[src/rtl/fast_myfft_x4_pipe.sv]
// Pipelined radix-4 butterfly: three register stages under a global valid/ready stall,
// with per-vector rounding right-shift and saturating or wrapping outputs.
module fast_myfft_x4_pipe #(
  parameter int    SIZE_DATA = 16,
  parameter string TYPE      = "forvard",
  parameter int    SAT_EN    = 1
) (
  input  logic                 i_clk,
  input  logic                 i_rst,
  input  logic                 i_valid,
  output logic                 o_ready,
  input  logic [1:0]           i_shift,
  input  logic [SIZE_DATA-1:0] i_data0_in_i,
  input  logic [SIZE_DATA-1:0] i_data1_in_i,
  input  logic [SIZE_DATA-1:0] i_data2_in_i,
  input  logic [SIZE_DATA-1:0] i_data3_in_i,
  input  logic [SIZE_DATA-1:0] i_data0_in_q,
  input  logic [SIZE_DATA-1:0] i_data1_in_q,
  input  logic [SIZE_DATA-1:0] i_data2_in_q,
  input  logic [SIZE_DATA-1:0] i_data3_in_q,
  output logic [SIZE_DATA-1:0] o_data0_out_i,
  output logic [SIZE_DATA-1:0] o_data1_out_i,
  output logic [SIZE_DATA-1:0] o_data2_out_i,
  output logic [SIZE_DATA-1:0] o_data3_out_i,
  output logic [SIZE_DATA-1:0] o_data0_out_q,
  output logic [SIZE_DATA-1:0] o_data1_out_q,
  output logic [SIZE_DATA-1:0] o_data2_out_q,
  output logic [SIZE_DATA-1:0] o_data3_out_q,
  output logic                 o_valid,
  input  logic                 i_ready,
  output logic                 o_ovf
);

  localparam int W1 = SIZE_DATA + 1;
  localparam int W2 = SIZE_DATA + 2;
  localparam int W3 = SIZE_DATA + 3;
  localparam bit INV = (TYPE == "invers");
  localparam logic signed [W3-1:0] RND1 = W3'(1);
  localparam logic signed [W3-1:0] RND2 = W3'(2);

  function automatic logic signed [W1-1:0] ext1(input logic [SIZE_DATA-1:0] x);
    return {x[SIZE_DATA-1], x};
  endfunction

  function automatic logic signed [W2-1:0] ext2(input logic signed [W1-1:0] x);
    return {x[W1-1], x};
  endfunction

  // Round half toward +inf: add half an LSB of the result, then arithmetic shift.
  function automatic logic signed [W3-1:0] round_shift(input logic signed [W2-1:0] x,
                                                       input logic [1:0] s);
    logic signed [W3-1:0] xe;
    xe = {x[W2-1], x};
    case (s)
      2'd0:    return xe;
      2'd1:    return (xe + RND1) >>> 1;
      default: return (xe + RND2) >>> 2;
    endcase
  endfunction

  function automatic logic out_of_range(input logic signed [W3-1:0] r);
    return !((&r[W3-1:SIZE_DATA-1]) || !(|r[W3-1:SIZE_DATA-1]));
  endfunction

  function automatic logic [SIZE_DATA-1:0] clip(input logic signed [W3-1:0] r);
    logic [SIZE_DATA-1:0] lim;
    if (SAT_EN == 0 || !out_of_range(r)) return r[SIZE_DATA-1:0];
    lim = {SIZE_DATA{!r[W3-1]}};
    lim[SIZE_DATA-1] = r[W3-1];
    return lim;
  endfunction

  logic [SIZE_DATA-1:0] a_i [4];
  logic [SIZE_DATA-1:0] a_q [4];

  assign a_i[0] = i_data0_in_i;
  assign a_i[1] = i_data1_in_i;
  assign a_i[2] = i_data2_in_i;
  assign a_i[3] = i_data3_in_i;
  assign a_q[0] = i_data0_in_q;
  assign a_q[1] = i_data1_in_q;
  assign a_q[2] = i_data2_in_q;
  assign a_q[3] = i_data3_in_q;

  logic stall;
  logic v1_q, v2_q, v3_q;

  logic signed [W1-1:0] s02_i_d, s02_q_d, d02_i_d, d02_q_d;
  logic signed [W1-1:0] s13_i_d, s13_q_d, d13_i_d, d13_q_d;
  logic signed [W1-1:0] s02_i_q, s02_q_q, d02_i_q, d02_q_q;
  logic signed [W1-1:0] s13_i_q, s13_q_q, d13_i_q, d13_q_q;
  logic [1:0]           sh1_d, sh1_q, sh2_q;

  logic signed [W2-1:0] xf_i, xf_q, xb_i, xb_q;
  logic signed [W2-1:0] x_i_d [4];
  logic signed [W2-1:0] x_q_d [4];
  logic signed [W2-1:0] x_i_q [4];
  logic signed [W2-1:0] x_q_q [4];

  logic signed [W3-1:0] r_i [4];
  logic signed [W3-1:0] r_q [4];
  logic [SIZE_DATA-1:0] y_i_d [4];
  logic [SIZE_DATA-1:0] y_q_d [4];
  logic [SIZE_DATA-1:0] y_i_q [4];
  logic [SIZE_DATA-1:0] y_q_q [4];
  logic                 ovf_d, ovf_q;

  assign stall   = v3_q && !i_ready;
  assign o_ready = !stall;

  always_comb begin
    s02_i_d = ext1(a_i[0]) + ext1(a_i[2]);
    s02_q_d = ext1(a_q[0]) + ext1(a_q[2]);
    d02_i_d = ext1(a_i[0]) - ext1(a_i[2]);
    d02_q_d = ext1(a_q[0]) - ext1(a_q[2]);
    s13_i_d = ext1(a_i[1]) + ext1(a_i[3]);
    s13_q_d = ext1(a_q[1]) + ext1(a_q[3]);
    d13_i_d = ext1(a_i[1]) - ext1(a_i[3]);
    d13_q_d = ext1(a_q[1]) - ext1(a_q[3]);
    sh1_d   = (i_shift == 2'd3) ? 2'd2 : i_shift;
  end

  always_comb begin
    xf_i = ext2(d02_i_q) + ext2(d13_q_q);
    xf_q = ext2(d02_q_q) - ext2(d13_i_q);
    xb_i = ext2(d02_i_q) - ext2(d13_q_q);
    xb_q = ext2(d02_q_q) + ext2(d13_i_q);
    x_i_d[0] = ext2(s02_i_q) + ext2(s13_i_q);
    x_q_d[0] = ext2(s02_q_q) + ext2(s13_q_q);
    x_i_d[2] = ext2(s02_i_q) - ext2(s13_i_q);
    x_q_d[2] = ext2(s02_q_q) - ext2(s13_q_q);
    x_i_d[1] = INV ? xb_i : xf_i;
    x_q_d[1] = INV ? xb_q : xf_q;
    x_i_d[3] = INV ? xf_i : xb_i;
    x_q_d[3] = INV ? xf_q : xb_q;
  end

  always_comb begin
    ovf_d = 1'b0;
    for (int unsigned k = 0; k < 4; k++) begin
      r_i[k]   = round_shift(x_i_q[k], sh2_q);
      r_q[k]   = round_shift(x_q_q[k], sh2_q);
      y_i_d[k] = clip(r_i[k]);
      y_q_d[k] = clip(r_q[k]);
      ovf_d    = ovf_d | out_of_range(r_i[k]) | out_of_range(r_q[k]);
    end
  end

  always_ff @(posedge i_clk or posedge i_rst) begin
    if (i_rst) begin
      v1_q  <= 1'b0;
      v2_q  <= 1'b0;
      v3_q  <= 1'b0;
      ovf_q <= 1'b0;
      for (int unsigned k = 0; k < 4; k++) begin
        y_i_q[k] <= '0;
        y_q_q[k] <= '0;
      end
    end else if (!stall) begin
      v1_q <= i_valid;
      v2_q <= v1_q;
      v3_q <= v2_q;
      // Outputs only load real vectors, so bubbles leave the last result on the bus.
      if (v2_q) begin
        ovf_q <= ovf_d;
        for (int unsigned k = 0; k < 4; k++) begin
          y_i_q[k] <= y_i_d[k];
          y_q_q[k] <= y_q_d[k];
        end
      end
    end
  end

  // Stage 1-2 data carries no reset; the valid bits alone qualify it.
  always_ff @(posedge i_clk) begin
    if (!stall) begin
      s02_i_q <= s02_i_d;
      s02_q_q <= s02_q_d;
      d02_i_q <= d02_i_d;
      d02_q_q <= d02_q_d;
      s13_i_q <= s13_i_d;
      s13_q_q <= s13_q_d;
      d13_i_q <= d13_i_d;
      d13_q_q <= d13_q_d;
      sh1_q   <= sh1_d;
      sh2_q   <= sh1_q;
      for (int unsigned k = 0; k < 4; k++) begin
        x_i_q[k] <= x_i_d[k];
        x_q_q[k] <= x_q_d[k];
      end
    end
  end

  assign o_valid       = v3_q;
  assign o_ovf         = ovf_q;
  assign o_data0_out_i = y_i_q[0];
  assign o_data1_out_i = y_i_q[1];
  assign o_data2_out_i = y_i_q[2];
  assign o_data3_out_i = y_i_q[3];
  assign o_data0_out_q = y_q_q[0];
  assign o_data1_out_q = y_q_q[1];
  assign o_data2_out_q = y_q_q[2];
  assign o_data3_out_q = y_q_q[3];

endmodule

[config.mk]
export PLATFORM = sky130hd
export DESIGN_NAME = fast_myfft_x4_pipe
export DESIGN_NICKNAME = d
export VERILOG_FILES = /design/src/rtl/fast_myfft_x4_pipe.sv
export SDC_FILE = /design/constraint.sdc
export NUM_CORES = 1
export LEC_CHECK = 0
export CELL_PAD_IN_SITES_DETAIL_PLACEMENT = 1
export CELL_PAD_IN_SITES_GLOBAL_PLACEMENT = 2
export CORE_UTILIZATION = 33
export DETAILED_ROUTE_END_ITERATION = 7
export PLACE_DENSITY = 0.87
export REMOVE_ABC_BUFFERS = 1
export SYNTH_ARGS = -nofsm -noshare
export SYNTH_HDL_FRONTEND = slang
export SYNTH_SLANG_ARGS = --single-unit
export TNS_END_PERCENT = 30
[constraint.sdc]
create_clock -name i_clk -period 10.05 [get_ports i_clk]
set_input_delay 1.5075 -clock i_clk [delete_from_list [all_inputs] [get_ports i_clk]]
set_output_delay 1.5075 -clock i_clk [all_outputs]
set_load 0.05 [all_outputs]
==> impl_results.md <==
* Routed WL at 110000 µm
* R2R cell count at 10
* Root Buffer: clkbuf_16
* Residual DRC count at 0
* Fmax at 212 MHz
* Post_cts resized at 0
* Clock latency on the worst-skew pair at 620 ps
* Clock Pin Slew Worst Setup and Hold Paths at 60 ps
* Multi-input logic area at 19900 µm²
* WL/cell at 20.3 µm
* Status: complete, no violations
* Leakage at 0.0153 µW
* Hold depth at 0
* Routability congestion estimate at 0.886
* VDD IR max at 137 µV
* HP Start: sh1_q[1]
* Final max-slew violation count at 0
* TritonRoute pass-1 iters at 5
* CTS Buffer Depth at 3
* EDFF count, synth at 276
* Critical path type: in -> out
* Reg-to-reg critical path endpoint: o_data0_out_q[9]
* CP required at 8540 ps
* Tmin final at 4710 ps
* Synth Flop Type: edfxtp_1
* Post-route antenna net violation count at 0
* RSZ-0062 raised after global routing: no
* Worst min path class: reg -> reg
* Worst slew margin at 0.271
* Final period util at 0.468
* Area Overhead vs Synth at 15.3%
* Async S/R FF share, synth at 0.324
* Die Wd at 321 µm
* Total track usage at 0.208
* Chip height at 321 µm
* Global-route wire length before repair at 170000 µm
* Final setup skew at 34.7 ps
* Crit path arrival time at 3200 ps
* Final hold vios at 0
* Vias at 29000
* Mapped Avg Cell Area at 8.56 µm²
* Finish-stage setup viols at 0
* Cells after Synth at 3920
* Top cells by area, synth: edfxtp_1 (25%), ha_1 (10%), dfrtp_1 (9.8%), xnor2_1 (6.4%), a21oi_1 (5.4%)
* Post-synth top area share at 0.247
* Filler Cell Count at 11800
* Yosys top cell by area: edfxtp_1
* Worst R2R Start: sh2_q[1]
* Vias in the first global route at 28600
* Die ar. at 103000 µm²
* Final HPWL DP at 86300 µm
* Total gr overflow at 0
* Synth Warn # at 0
* Row count at 116
* Register Area at 11600 µm²
* Cts hold-fix bufs at 0
* Worst setup EP type: primary output
* Port bufs at 264
* R2R Setup Slk at 5670 ps
* Mapped Area at 33600 µm²
* CTS Buf Count at 49
* Most common cell in the netlist: a21oi_1
* Max Cap Viol at 0
* I/O pins at 265
* Count of unique library cells instantiated by Yosys at 96
* Largest net degree at the start of global routing at 182
* Clock sink count at 408
* Layout cells sized above 1 at 0.0417
* Hold Worst Slack at 428 ps
* CTS tree: built
* Synth cell count leaders: a21oi_1 (365), nand2_1 (337), nor2_1 (326)
* NumNets Final at 4440
* Fin util at 0.385
* Drt first-iter violations at 1954
* Via-per-instance ratio at 5.36
* Worst-path fanout max at 6
* CTS H-Tree Depth at 2
* Antenna Cells at 0
* Sequential area share after synthesis at 0.345
* Yosys reg bits at 408
* Core Region at 100000 µm²
* Worst setup SP type: primary input
* Pwr dens at 311 nW/µm²
* Initial antenna violation count at 0
* Worst-Margin Slew at 1090 ps
* Total negative slack at 0 ps
* Postcts setup bufs at 0
* Worst min-delay path endpoint: sh2_q[1]
* Initial core utilization at 0.334
==> metal layers <==
metal / share of wire / wire (µm) / global-route usage
met4: 0.014 / 1530 / 0.0356
met2: 0.45 / 49500 / 0.332
met5: 0 / 0 / 0
met3: 0.041 / 4550 / 0.0227
met1: 0.49 / 54200 / 0.305
==> worst max-delay path, cell delays in order <==
cell             delay (ps)
clkdlybuf4s50_1         460
nand2b_4                260
clkdlybuf4s50_1         940
==> worst max-delay path by stage <==
stage,from,end,slack (ps),cells past startpoint
6_report,i_ready,o_ready,5340,3
3_3_place_gp,i_ready,o_ready,5330,3
2_1_floorplan,i_ready,o_ovf,-6640,5
3_5_place_dp,i_ready,o_ready,5350,3
4_1_cts,i_ready,o_ready,5330,3
5_1_grt,sh2_q[1],o_data0_out_q[1],5260,10
==> registers in the layout (all words and copies together) (netlist names), 17 cells and up <==
register	cells
x_i_q	70
x_q_q	70
s02_i_q	17
s02_q_q	17
s13_i_q	17
s13_q_q	17
==> metrics by stage <==
stage / cells / worst slack, ps / instance area, µm² / total power, µW
finish: 5408 / 5340 / 38700 / 12000
global placement: 5316 / 5330 / 37000 / 9970
floorplan: 3673 / -6640 / 32500 / 7880
CTS: 5408 / 5330 / 38700 / 12100
global route: 5408 / 5260 / 38700 / 12800
detailed placement: 5316 / 5350 / 37000 / 10100
==> power by group <==
group | switching [µW] | total [µW] | internal [µW]
Clock | 769 | 1870 | 1100
Sequential | 1050 | 3800 | 2750
Combinational | 4050 | 6360 | 2300
Total | 5870 | 12000 | 6160
==> kinds of logic after synthesis <==
logic type                 after synthesis  share of synthesized area
DFF                                    408                      0.345
buffers and inverters                  530                     0.0638
adders and majority gates              296                      0.114
and+or+nand+nor                       1252                      0.179
muxes                                   27                    0.00820
xor gates and xnor gates               349                     0.0911
AOI/OAI and AO/OA                     1058                      0.199
==> cell usage in the layout, fill, tap and decap left out, types with 15 or more instances in the layout <==
cell type / instances
clkbuf_16: 51
nor2_1: 326
nor3_1: 124
a32oi_1: 15
buf_4: 21
edfxtp_1: 276
nand4_1: 54
a31oi_1: 53
xor2_1: 104
a211oi_1: 48
nor4_1: 27
and4_1: 21
fa_1: 16
ha_1: 280
inv_1: 279
or3_1: 17
dfrtp_1: 132
mux2i_1: 23
a21oi_1: 365
o211ai_1: 42
nand2_1: 336
o31ai_1: 22
and2_1: 15
o21ai_0: 190
o41ai_1: 18
and3_1: 43
o21a_1: 28
o21bai_1: 40
nand3_1: 137
a21o_1: 31
o21ai_1: 50
a211o_1: 15
nor2b_1: 55
xnor2_1: 245
clkdlybuf4s50_1: 264
nand2b_1: 37
==> layout make-up <==
type,instances,share of cell area
Multi-Input combinational cell,2982,0.513
Sequential cell,408,0.299
Timing Repair Buffer,286,0.0728
Tap cell,1357,0.0439
Clock buffer,58,0.0339
Inverter,283,0.0276
Clock inverter,34,0.00973
Power figures use the tool's default switching activity.
